`src/rtl/window_line_controller_if.sv`:
```
// Pixel-source stream into the window line controller.
//   v_sync    : frame-start pulse (1 cycle)
//   h_sync    : line-start pulse (1 cycle)
//   pix_valid : pix_in carries a pixel this cycle
//   pix_in    : 8-bit source pixel
//   pix_ready : controller accepts pix_in when pix_valid & pix_ready
// master = pixel source, slave = controller.
interface window_line_controller_if;
    logic       v_sync;
    logic       h_sync;
    logic       pix_valid;
    logic [7:0] pix_in;
    logic       pix_ready;

    modport master (
        output v_sync,
        output h_sync,
        output pix_valid,
        output pix_in,
        input  pix_ready
    );

    modport slave (
        input  v_sync,
        input  h_sync,
        input  pix_valid,
        input  pix_in,
        output pix_ready
    );
endinterface

```
`src/rtl/window_line_controller.sv`:
```
// Sequences a WIN-tap pixel shift register for raster-scan filtering.
// Clears the register at each line start, feeds accepted pixels, pads HALF
// zeros at the line end and flags every shift whose centre tap is a real
// column, so each line yields exactly IMG_W windows.
// Ports:
//   clk, rst    : clock, asynchronous active-low reset
//   pix         : pixel stream (v_sync/h_sync framing, valid/ready handshake)
//   sr_clr      : synchronous clear to the shift register
//   sr_en       : shift enable to the shift register
//   sr_data     : data into the shift register
//   win_valid   : shift-register window is a centred window this cycle
//   win_col     : centre-tap column of the window
//   win_row     : row of the window
//   line_done   : pulse with the last window of a line
//   frame_done  : pulse with the last window of a frame
//   line_err    : pulse when a line is aborted early
module window_line_controller #(
    parameter int unsigned IMG_W = 640,
    parameter int unsigned IMG_H = 480,
    parameter int unsigned WIN   = 5,
    parameter int unsigned CW    = $clog2(IMG_W),
    parameter int unsigned RW    = $clog2(IMG_H)
) (
    input  logic                     clk,
    input  logic                     rst,
    window_line_controller_if.slave  pix,
    output logic                     sr_clr,
    output logic                     sr_en,
    output logic [7:0]               sr_data,
    output logic                     win_valid,
    output logic [CW-1:0]            win_col,
    output logic [RW-1:0]            win_row,
    output logic                     line_done,
    output logic                     frame_done,
    output logic                     line_err
);

    localparam int unsigned HALF  = WIN / 2;
    localparam int unsigned K_MAX = IMG_W - 1 + HALF;
    localparam int unsigned KW    = $clog2(K_MAX + 1);

    typedef enum logic [2:0] {
        S_IDLE,
        S_WAIT_LINE,
        S_FILL,
        S_RUN,
        S_DRAIN
    } state_t;

    state_t        state;
    logic [KW-1:0] k;
    logic [RW-1:0] row;
    logic          hs_pend;

    // Stage 1: describes the shift issued on sr_en this cycle
    logic          s1_win;
    logic          s1_last;
    logic          s1_frame;
    logic [CW-1:0] s1_col;
    logic [RW-1:0] s1_row;

    logic          accept_c;
    logic          centred_c;
    logic          last_pix_c;
    logic          last_pad_c;
    logic          last_row_c;
    logic          to_run_c;
    logic          in_line_c;
    logic [KW-1:0] k_inc_c;
    logic [CW-1:0] col_c;

    assign accept_c   = pix.pix_valid & pix.pix_ready;
    assign k_inc_c    = k + KW'(1);
    assign centred_c  = (k >= KW'(HALF));
    assign col_c      = CW'(k - KW'(HALF));
    assign last_pix_c = (k == KW'(IMG_W - 1));
    assign last_pad_c = (k == KW'(K_MAX));
    assign last_row_c = (row == RW'(IMG_H - 1));
    assign to_run_c   = (k_inc_c == KW'(HALF));
    assign in_line_c  = (state == S_FILL) || (state == S_RUN) || (state == S_DRAIN);

    // Line sequencer with a two-stage window pipeline (shift issue, window out)
    always_ff @(posedge clk or negedge rst) begin
        if (!rst) begin
            state         <= S_IDLE;
            k             <= '0;
            row           <= '0;
            hs_pend       <= 1'b0;
            s1_win        <= 1'b0;
            s1_last       <= 1'b0;
            s1_frame      <= 1'b0;
            s1_col        <= '0;
            s1_row        <= '0;
            pix.pix_ready <= 1'b0;
            sr_clr        <= 1'b1;
            sr_en         <= 1'b0;
            sr_data       <= '0;
            win_valid     <= 1'b0;
            win_col       <= '0;
            win_row       <= '0;
            line_done     <= 1'b0;
            frame_done    <= 1'b0;
            line_err      <= 1'b0;
        end else begin
            sr_clr     <= 1'b0;
            sr_en      <= 1'b0;
            line_err   <= 1'b0;
            s1_win     <= 1'b0;
            s1_last    <= 1'b0;
            s1_frame   <= 1'b0;
            // The register output lags sr_en by one edge; windows follow stage 1
            win_valid  <= s1_win;
            win_col    <= s1_col;
            win_row    <= s1_row;
            line_done  <= s1_win & s1_last;
            frame_done <= s1_win & s1_frame;

            if (pix.v_sync) begin
                // Frame restart wins over everything, including a same-cycle h_sync
                line_err      <= in_line_c;
                state         <= S_WAIT_LINE;
                row           <= '0;
                k             <= '0;
                hs_pend       <= 1'b0;
                pix.pix_ready <= 1'b0;
                win_valid     <= 1'b0;
                line_done     <= 1'b0;
                frame_done    <= 1'b0;
            end else begin
                case (state)
                    S_IDLE: begin
                        pix.pix_ready <= 1'b0;
                    end

                    S_WAIT_LINE: begin
                        if (pix.h_sync) begin
                            sr_clr        <= 1'b1;
                            k             <= '0;
                            state         <= S_FILL;
                            pix.pix_ready <= 1'b1;
                        end
                    end

                    S_FILL, S_RUN: begin
                        if (pix.h_sync) begin
                            // Early line restart: drop windows still in the pipe
                            line_err      <= 1'b1;
                            sr_clr        <= 1'b1;
                            k             <= '0;
                            state         <= S_FILL;
                            pix.pix_ready <= 1'b1;
                            win_valid     <= 1'b0;
                            line_done     <= 1'b0;
                            frame_done    <= 1'b0;
                        end else if (accept_c) begin
                            sr_en   <= 1'b1;
                            sr_data <= pix.pix_in;
                            s1_win  <= centred_c;
                            s1_col  <= col_c;
                            s1_row  <= row;
                            k       <= k_inc_c;
                            if (last_pix_c) begin
                                state         <= S_DRAIN;
                                pix.pix_ready <= 1'b0;
                            end else if (to_run_c) begin
                                state <= S_RUN;
                            end
                        end
                    end

                    S_DRAIN: begin
                        // Right padding: every pad is a centred window
                        sr_en    <= 1'b1;
                        sr_data  <= '0;
                        s1_win   <= 1'b1;
                        s1_col   <= col_c;
                        s1_row   <= row;
                        s1_last  <= last_pad_c;
                        s1_frame <= last_pad_c & last_row_c;
                        if (pix.h_sync) begin
                            hs_pend <= 1'b1;
                        end
                        if (!last_pad_c) begin
                            k <= k_inc_c;
                        end else if (last_row_c) begin
                            row     <= '0;
                            hs_pend <= 1'b0;
                            state   <= S_IDLE;
                        end else begin
                            row <= row + RW'(1);
                            if (hs_pend || pix.h_sync) begin
                                // A line start seen during the drain opens the next line now
                                hs_pend       <= 1'b0;
                                sr_clr        <= 1'b1;
                                k             <= '0;
                                state         <= S_FILL;
                                pix.pix_ready <= 1'b1;
                            end else begin
                                state <= S_WAIT_LINE;
                            end
                        end
                    end

                    default: begin
                        state         <= S_IDLE;
                        pix.pix_ready <= 1'b0;
                    end
                endcase
            end
        end
    end

endmodule

```
`src/flat_wrapper.sv`:
```
// flat-port wrapper written by rule: the top's interface ports become plain ports
module window_line_controller_flat 
#(
    parameter int unsigned IMG_W = 640,
    parameter int unsigned IMG_H = 480,
    parameter int unsigned WIN   = 5,
    parameter int unsigned CW    = $clog2(IMG_W),
    parameter int unsigned RW    = $clog2(IMG_H)
)
  (clk, rst, sr_clr, sr_en, sr_data, win_valid, win_col, win_row, line_done, frame_done, line_err, pix_v_sync, pix_h_sync, pix_pix_valid, pix_pix_in, pix_pix_ready);
  window_line_controller_if pix_i ();
  input  logic clk;
  input  logic rst;
  output logic sr_clr;
  output logic sr_en;
  output logic [7:0] sr_data;
  output logic win_valid;
  output logic [CW-1:0] win_col;
  output logic [RW-1:0] win_row;
  output logic line_done;
  output logic frame_done;
  output logic line_err;
  input wire logic [$bits(pix_i.v_sync)-1:0] pix_v_sync;
  input wire logic [$bits(pix_i.h_sync)-1:0] pix_h_sync;
  input wire logic [$bits(pix_i.pix_valid)-1:0] pix_pix_valid;
  input wire logic [$bits(pix_i.pix_in)-1:0] pix_pix_in;
  output wire logic [$bits(pix_i.pix_ready)-1:0] pix_pix_ready;
  assign pix_i.v_sync = pix_v_sync;
  assign pix_i.h_sync = pix_h_sync;
  assign pix_i.pix_valid = pix_pix_valid;
  assign pix_i.pix_in = pix_pix_in;
  assign pix_pix_ready = pix_i.pix_ready;
  window_line_controller #(.IMG_W(IMG_W), .IMG_H(IMG_H), .WIN(WIN), .CW(CW), .RW(RW)) u_core (.clk(clk), .rst(rst), .pix(pix_i), .sr_clr(sr_clr), .sr_en(sr_en), .sr_data(sr_data), .win_valid(win_valid), .win_col(win_col), .win_row(win_row), .line_done(line_done), .frame_done(frame_done), .line_err(line_err));
endmodule
```
`config.mk`:
```
export PLATFORM = sky130hd
export DESIGN_NAME = window_line_controller_flat
export DESIGN_NICKNAME = d
export VERILOG_FILES = /design/src/rtl/window_line_controller_if.sv /design/src/rtl/window_line_controller.sv /design/src/flat_wrapper.sv
export SDC_FILE = /design/constraint.sdc
export NUM_CORES = 1
export LEC_CHECK = 0
export BUFFER_PORTS_ARGS = -buffer_cell sky130_fd_sc_hd__buf_4
export CAP_MARGIN = 0
export CORE_MARGIN = 5
export CORE_UTILIZATION = 40
export DETAILED_ROUTE_END_ITERATION = 8
export GPL_TIMING_DRIVEN = 0
export SYNTH_ARGS = -nofsm -noshare
export SYNTH_HDL_FRONTEND = slang
export SYNTH_SLANG_ARGS = --single-unit
```
`constraint.sdc`:
```
create_clock -name clk -period 2.89 [get_ports clk]
set_clock_uncertainty 0.2 [all_clocks]
set_input_delay 0.7225 -clock clk [delete_from_list [all_inputs] [get_ports clk]]
set_output_delay 0.7225 -clock clk [all_outputs]
set_load 0.005 [all_outputs]
```
Word-level counts from Yosys, hierarchy flattened --
Index checks and enable logic that the tools add are counted.
Storage, ports and cells: register bits 79, input port bits 13, output and inout port bits 34, word-level logic and storage cells 138
Operators by class: $add $sub $neg 3, order comparisons 1, equality and inequality tests 20, muxes and demuxes 75, bitwise logic cells 5, reductions and logical operators 15
Operator list (number):
- 10-bit 2-to-1 mux | 9
- 9-bit 2-to-1 mux | 6
- 1-bit 2-to-1 mux | 40
- 10-bit case mux with 3 select lines | 1
- 3-bit 2-to-1 mux | 8
- 10-bit == test, second input constant | 2
- 10-bit case mux with 2 select lines | 1
- 9-bit case mux with 2 select lines | 1
- 8-bit 2-to-1 mux | 2
- 8-bit case mux with 2 select lines | 1
- 3-bit case mux with 4 select lines | 1
- 10-bit by 1-bit adder with 10-bit output, second input constant | 1
- 10-bit by 2-bit == test with 1-bit output, second input constant | 1
- 10-bit by 2-bit greater-or-equal comparator with 1-bit output, second input constant | 1
- 5-bit AND reduction | 2
- 10-bit by 2-bit subtractor with 10-bit output, second input constant | 1
- 9-bit by 1-bit adder with 9-bit output, second input constant | 1
- 9-bit == test, second input constant | 1
- 3-bit inequality test, second input constant | 3
- 4-bit by 3-bit inequality test with 1-bit output, second input constant | 2
- 4-bit inequality test, second input constant | 2
- 3-bit by 2-bit == test with 1-bit output, second input constant | 2
- 1-bit case mux with 2 select lines | 3
- 6-bit AND reduction | 1
- 18 further kinds | 26

Logic depth before layout (Yosys ltp) --
Gate-level depths: netlist (run 1).
depth after elaboration 8, depth in mapped cells 9, depth with buffers taken out 7

Least setup slack after synthesis (run 1) --
Ideal clock, no wire load.
path kind register to register, from register u_core.k[0], to register u_core.state[0], setup time 111 ps, arrival time 1891 ps, data required time 2579 ps, path slack 688 ps, cell stages (with the launch flop) 6, period minus slack after synthesis 2202 ps, path through dfrtp_1 > ha_1 > nand3_1 > or4_1 > a221o_1 > a222oi_1
On the way: longest elaborated chain between the ends 6
RTL lines:
- start, declared | line window_line_controller.sv:51 | logic [KW-1:0] k;
- start signal, assigned | line window_line_controller.sv:161 | k <= k_inc_c;
- start signal, assigned | line window_line_controller.sv:184 | k <= k_inc_c;
- parallel branches: the longest is 6 deep, another holds 10-bit by 1-bit adder with 10-bit output
- end signal, assigned | line window_line_controller.sv:121 | state <= S_WAIT_LINE;
- end signal, assigned | line window_line_controller.sv:150 | state <= S_FILL;
- end signal, assigned | line window_line_controller.sv:163 | state <= S_DRAIN;
- end, declared | line window_line_controller.sv:50 | state_t state;
Parallel ways; which one is timed is not known. The select of a mux whose other input is x is not followed. A chain may end at the register's enable or synchronous reset.

Final worst setup path (run 1) --
Ends and elaborated chain as after synthesis.

==> impl_metrics.tcl, run 1 <==
set metrics [dict create \
    tritoncts_num_sinks 79 \
    tritoncts "done" \
    most_frequent_standard_cell_in_the_layout_excluding_fill_and_tap_cells "sky130_fd_sc_hd__dfrtp_1" \
    grt_start_max_net_pins 80 \
    dpl_cell_area_sq_mm 0.00409 \
    run_status "completed" \
    cp-end-kind "flip-flop" \
    critical_path.startpoint "u_core.k[0]" \
    synthesis.instances 364 \
    whs_endpoint "u_core.win_col[5]" \
    synth.yosys.warnings 0 \
    layout-area-overhead-vs-synth_pct 20.4 \
    synth.net_count 383 \
    proportion_of_synthesized_area_in_mux_cells_pct 0.277 \
    layout_common_cells "sky130_fd_sc_hd__dfrtp_1, sky130_fd_sc_hd__nand2_1, sky130_fd_sc_hd__buf_4, sky130_fd_sc_hd__o21ai_0, sky130_fd_sc_hd__nor2_1" \
    setup_viol_count_final 0 \
    cts.repair_timing.setup_buffer_count 0 \
    mappedNetlistArea_sq_mm 0.00361 \
    drtIter0Drc 144 \
    critPathKind "flip-flop to flip-flop" \
    core_region_area_sq_mm 0.00876 \
    gpl.final_weighted_congestion 0.861 \
    hp-class "flip-flop to flip-flop" \
    tritoncts.num_buffers 9 \
    rrSetupSlack_ns 0.37 \
    clk_root_buffer_cell "sky130_fd_sc_hd__clkbuf_8" \
    die_area_sq_mm 0.0110 \
    port_buffers 46 \
    critPathMaxFanout 8 \
    wl_per_cell_microns 14.5 \
    detail_route.vias_per_cell 5.20 \
    first_pass_grt_wire_length_microns 13200 \
    power.density_mw_per_mm2 650 \
    first_pass_iters 4 \
    clk_pin_slew_worst_paths_ns 0.09 \
    irDropWorstVdd_mv 0.249 \
    antenna_violations_before_repair 0 \
    synth_top_family_by_area "simple AND/OR/NAND/NOR gates" \
    postSynth.asyncResetShare_pct 100 \
    worst_hold_path.num_cells 0 \
    placementRows 34 \
    min_from "u_core.s1_col[5]" \
    total_inserted_antenna_cells 0 \
    synth_xor_area_share_pct 3.40 \
    top_level_ports 47 \
    final_hold_viol_count 0 \
    syn_avg_cell_area_sq_um 9.91 \
    first_global_vias 2669 \
    drv_cap 0 \
    rsz0062_at_grt "false" \
    period_needed_ns 2.52 \
    clk_latency_ns 0.35 \
    fin_setup_tns_ns 0 \
    p_leak_nw 2.08 \
    timing.rr.start "u_core.k[0]" \
    timing_max_transition_violations_final 0 \
    chipWidth_microns 105 \
    floorplan.initialDensity_pct 41.2 \
    clock_path_buffers 2 \
    synth.yosys.seq_area_share_pct 54.8 \
    layout_cell_area_excl_fill_sq_mm 0.00434 \
    reg2reg_to "u_core.state[0]" \
    route.antenna.remaining_nets 0 \
    synth-edff-count 0 \
    wp_data_required_ns 2.93 \
    worstMarginPinSlew_ns 0.989 \
    post_cts_resize_count 0 \
    synth_fa_ha_area_share_pct 2.08 \
    fin_nets 440 \
    fp.dieH_microns 105 \
    detailroute.via_count 2775 \
    layout-drive-gt1-share_pct 20.4 \
    ctsHoldBuffers 0 \
    cts-htree-levels 3 \
    synth_compound_area_share_pct 11.9 \
    route.final.wire_length_microns 7750 \
    synth_simple_gate_area_share_pct 22.7 \
    worst-endpoint-arrival_ns 2.56 \
    synth_cell_type_count 53 \
    synth_ff_type "sky130_fd_sc_hd__dfrtp_1" \
    startpoint_kind_of_the_worst_setup_timing_path "flip-flop" \
    globalRoute.totalOverflow 0 \
    synth_seq_cells 79 \
    max_freq_ghz 0.397 \
    remaining_drc_errors 0 \
    post-dp-hpwl_microns 5440 \
    final_min_period_over_clock_period_pct 87.2 \
    gr-usage-all-layers_pct 14.5 \
    r2r.worst_path.cells 7 \
    worst_slew_margin_rel_pct 34.1 \
]
## stage by stage
| step | total power [mW] | hold WS, ns | util [%] | instances | worst slack (ns) |
|---|---|---|---|---|---|
| after global routing | 2.96 | 0.184 | 49.5 | 534 | 0.185 |
| final | 2.82 | 0.178 | 49.5 | 534 | 0.370 |
| after floorplan | 1.56 | 0.154 | - | 364 | 0.688 |
| after global placement | 1.81 | 0.160 | 46.6 | 518 | 0.307 |
| after detailed placement | 1.83 | 0.162 | 46.6 | 518 | 0.267 |
| after CTS | 2.86 | 0.179 | 49.5 | 534 | 0.361 |
## report_power, final
part	total, mW	internal [mW]	switching (mW)
clock	1.03	0.604	0.422
sequential	1.39	1.29	0.0911
combinational	0.411	0.215	0.196
total	2.82	2.11	0.709
## worst max-delay path, stage by stage, from the launching register on
cell and delay, ns:
sky130_fd_sc_hd__dfrtp_1 0.54, sky130_fd_sc_hd__ha_1 0.32, sky130_fd_sc_hd__and3_1 0.18, sky130_fd_sc_hd__clkbuf_1 0.23
sky130_fd_sc_hd__and3_2 0.22, sky130_fd_sc_hd__o21ai_0 0.08, sky130_fd_sc_hd__a221o_1 0.34, sky130_fd_sc_hd__a222oi_1 0.30
## how the worst max path moves through the flow
stage / end / cells past startpoint
global route: u_core.k[9] / 7
detailed placement: u_core.s1_win / 7
CTS: u_core.state[0] / 7
finish: u_core.state[0] / 7
global placement: u_core.s1_win / 7
floorplan: u_core.state[0] / 5
## per-layer routing
metal / wire [microns] / track usage [%]
met3: 287 / 2.96
met2: 3730 / 22.7
met5: 0 / 0
met1: 3680 / 19.9
met4: 53 / 5.39
## layout make-up
| cell class | instances | area, sq um |
|---|---|---|
| repair buffers | 46 | 345 |
| inverters | 12 | 45.0 |
| flip-flops and latches | 79 | 1980 |
| clock buffers | 10 | 138 |
| well taps | 108 | 135 |
| multi-input cells | 249 | 1460 |
| plain buffers | 24 | 129 |
| clock inverters | 6 | 116 |
| fillers | 840 | 4420 |
## synth_stat cells, types with 2 or more instances
cell type	number	share of area, %
sky130_fd_sc_hd__nor2_1	23	2.4
sky130_fd_sc_hd__clkbuf_1	10	1.0
sky130_fd_sc_hd__a41oi_1	4	0.97
sky130_fd_sc_hd__or3_1	3	0.52
sky130_fd_sc_hd__nor4_1	2	0.35
sky130_fd_sc_hd__o21ai_0	27	3.7
sky130_fd_sc_hd__o21ai_1	2	0.28
sky130_fd_sc_hd__and3_1	6	1.0
sky130_fd_sc_hd__ha_1	6	2.1
sky130_fd_sc_hd__and2_1	3	0.52
sky130_fd_sc_hd__nand4_1	4	0.69
sky130_fd_sc_hd__a21oi_1	8	1.1
sky130_fd_sc_hd__buf_6	3	0.94
sky130_fd_sc_hd__o31ai_1	5	1.0
sky130_fd_sc_hd__or4_1	3	0.62
sky130_fd_sc_hd__nor3_1	13	1.8
sky130_fd_sc_hd__xor2_1	5	1.2
sky130_fd_sc_hd__nand2_1	68	7.1
sky130_fd_sc_hd__a31oi_1	9	1.6
sky130_fd_sc_hd__buf_2	10	1.4
sky130_fd_sc_hd__nand2b_1	5	0.87
sky130_fd_sc_hd__nor4_4	2	1.2
sky130_fd_sc_hd__inv_1	10	1.0
sky130_fd_sc_hd__nand3_1	18	2.5
sky130_fd_sc_hd__dfrtp_1	78	54
sky130_fd_sc_hd__xnor2_1	9	2.2
sky130_fd_sc_hd__clkinv_1	2	0.21
## flip-flops by register name (all words and copies together), names as in the netlist
register,flops
u_core.s1_row,9
u_core.s1_col,10
u_core.sr_clr,1
u_core.s1_frame,1
u_core.frame_done,1
u_core.s1_win,1
u_core.sr_data,8
u_core.row,9
u_core.state,3
u_core.line_done,1
u_core.win_valid,1
u_core.k,10
u_core.pix.pix_ready,1
u_core.win_col,10
u_core.win_row,9
u_core.line_err,1
u_core.hs_pend,1
u_core.sr_en,1
u_core.s1_last,1
## logic make-up after synthesis
| logic type | Yosys count |
|---|---|
| compound gates | 67 |
| xor+xnor | 14 |
| fa+ha+maj | 6 |
| buf+inv | 36 |
| flops | 79 |
| mux | 1 |
| simple gates | 161 |
(Power assumes the default switching activity.)
==> run 2: changes to the inputs <==
--- a/config.mk
+++ b/config.mk
@@ -7,6 +7,7 @@
 export LEC_CHECK = 0
 export BUFFER_PORTS_ARGS = -buffer_cell sky130_fd_sc_hd__buf_4
 export CAP_MARGIN = 0
+export CORE_ASPECT_RATIO = 0.5
 export CORE_MARGIN = 5
 export CORE_UTILIZATION = 40
 export DETAILED_ROUTE_END_ITERATION = 8
==> run 2 against run 1 <==
Net effect:
- global-route usage up 1.2 points
- largest cell class unchanged
- largest power group unchanged
- clock power up 6%
- critical path type unchanged
- utilization up 0.64 points
- critical path depth unchanged
- highest routed layer unchanged
==> impl_metrics.tcl, run 2 (synthesized netlist as in run 1, its figures left out) <==
set metrics [dict create \
    setup_viol_count_final 0 \
    run_status "completed" \
    worst_slew_margin_rel_pct 35.7 \
    grt_start_max_net_pins 80 \
    final_hold_viol_count 0 \
    clk_latency_ns 0.33 \
    power.density_mw_per_mm2 657 \
    clk_root_buffer_cell "sky130_fd_sc_hd__clkbuf_16" \
    final-instance-count-excl-fill 542 \
    critPathKind "flip-flop to flip-flop" \
    fin_nets 440 \
    gr-usage-all-layers_pct 15.7 \
    tritoncts_num_sinks 79 \
    cp-end-kind "flip-flop" \
    fin_setup_tns_ns 0 \
    rsz0062_at_grt "false" \
    layout-drive-gt1-share_pct 20.2 \
    core_region_area_sq_mm 0.00874 \
    route.antenna.remaining_nets 0 \
    ctsHoldBuffers 0 \
    p_leak_nw 2.10 \
    globalRoute.totalOverflow 0 \
    drtIter0Drc 281 \
    startpoint_kind_of_the_worst_setup_timing_path "flip-flop" \
    first_pass_grt_wire_length_microns 13900 \
    worst-endpoint-arrival_ns 2.58 \
    gpl.final_weighted_congestion 0.864 \
    worstMarginPinSlew_ns 0.965 \
    floorplan.initialDensity_pct 41.3 \
    layout_common_cells "sky130_fd_sc_hd__dfrtp_1, sky130_fd_sc_hd__nand2_1, sky130_fd_sc_hd__buf_4, sky130_fd_sc_hd__o21ai_0, sky130_fd_sc_hd__nor2_1" \
    hp-class "flip-flop to flip-flop" \
    remaining_drc_errors 0 \
    period_needed_ns 2.57 \
    tritoncts "done" \
    cts.repair_timing.setup_buffer_count 0 \
    post-dp-hpwl_microns 5750 \
    most_frequent_standard_cell_in_the_layout_excluding_fill_and_tap_cells "sky130_fd_sc_hd__dfrtp_1" \
    max_freq_ghz 0.390 \
    top_level_ports 47 \
    port_buffers 46 \
    irDropWorstVdd_mv 0.362 \
    first_pass_iters 4 \
    power.total_mw 2.88 \
    layout-area-overhead-vs-synth_pct 21.6 \
    antenna_violations_before_repair 0 \
    wl_per_cell_microns 14.9 \
    critPathMaxFanout 8 \
    timing_max_transition_violations_final 0 \
    detail_route.vias_per_cell 5.20 \
    drv_cap 0 \
    final_min_period_over_clock_period_pct 88.8 \
    place.detailed.instances 527 \
    clk_pin_slew_worst_paths_ns 0.06 \
    fp.dieH_microns 77.2 \
    post_cts_resize_count 0 \
    total_inserted_antenna_cells 0 \
    first_global_vias 2781 \
    die_area_sq_mm 0.0111 \
    wp_data_required_ns 2.90 \
    fill_cells 800 \
    clock_path_buffers 2 \
    chipWidth_microns 144 \
    placementRows 24 \
    route.final.wire_length_microns 8080 \
    tritoncts.num_buffers 9 \
    detailroute.via_count 2816 \
    cts-htree-levels 3 \
    top_regs "u_core.k: 10 flops, u_core.s1_col: 10 flops, u_core.win_col: 10 flops" \
]
==> run 2: cell types whose count changed in the layout (fill, tap and decap cells not counted) <==
cell                         previous run  this run
sky130_fd_sc_hd__clkbuf_8              10         0
sky130_fd_sc_hd__clkbuf_16              0         9
sky130_fd_sc_hd__clkinv_2               0         3
sky130_fd_sc_hd__bufinv_16              3         1
sky130_fd_sc_hd__clkinv_4               2         0
sky130_fd_sc_hd__clkinvlp_4             0         1
==> run 2: worst max-delay path: stages, from the launching register on <==
cell	delay, ns
sky130_fd_sc_hd__dfrtp_1	0.54
sky130_fd_sc_hd__ha_1	0.34
sky130_fd_sc_hd__and3_1	0.19
sky130_fd_sc_hd__clkbuf_1	0.23
sky130_fd_sc_hd__and3_2	0.21
sky130_fd_sc_hd__o21ai_0	0.09
sky130_fd_sc_hd__a221o_1	0.35
sky130_fd_sc_hd__a222oi_1	0.30
==> run 2: area by class of cell <==
type,count,area (sq um),share of cell area (%)
plain buffers,24,129,2.94
clock buffers,9,225,5.14
clock inverters,6,61.3,1.40
inverters,12,45.0,1.03
multi-input cells,249,1460,33.2
flip-flops and latches,79,1980,45.1
well taps,117,146,3.34
repair buffers,46,345,7.87
==> run 2: worst paths after layout <==
| kind | startpoint | to | slack [ns] | cells past startpoint |
|---|---|---|---|---|
| worst max-delay path | u_core.k[0] | u_core.state[0] | 0.32 | 7 |
| worst min-delay path | u_core.s1_col[2] | u_core.win_col[2] | 0.17 | 0 |
| worst max register to register | u_core.k[0] | u_core.state[0] | 0.32 | 7 |
| worst min register to register | u_core.s1_col[2] | u_core.win_col[2] | 0.17 | 0 |
| max in group asynchronous | rst | u_core.sr_data[0] | 1.53 | 1 |
| min in group asynchronous | rst | u_core.win_col[5] | 0.35 | 1 |
==> run 2: per-stage QoR <==
| stage | util [%] | setup slack, ns | area [sq um] | hold WS, ns |
|---|---|---|---|---|
| after floorplan | - | 0.688 | 3610 | 0.154 |
| after global placement | 46.9 | 0.191 | 4100 | 0.159 |
| after detailed placement | 46.9 | 0.209 | 4100 | 0.162 |
| after CTS | 50.2 | 0.315 | 4390 | 0.175 |
| after global routing | 50.2 | 0.147 | 4390 | 0.180 |
| final | 50.2 | 0.324 | 4390 | 0.172 |
==> run 2: power breakdown <==
part,switching [mW],internal [mW]
Combinational,0.196,0.215
Sequential,0.0850,1.30
Clock,0.428,0.661
==> run 2: routing by layer <==
metal / share of wire (%) / wire length [microns] / up-vias / GRT usage (%)
met1: 47 / 3780 / 1361 / 21.1
li1: - / - / 1380 / -
met5: 0 / 0 / - / 0
met2: 47 / 3760 / 66 / 24.1
met3: 5.4 / 436 / 9 / 4.66
met4: 1.3 / 108 / 0 / 5.68
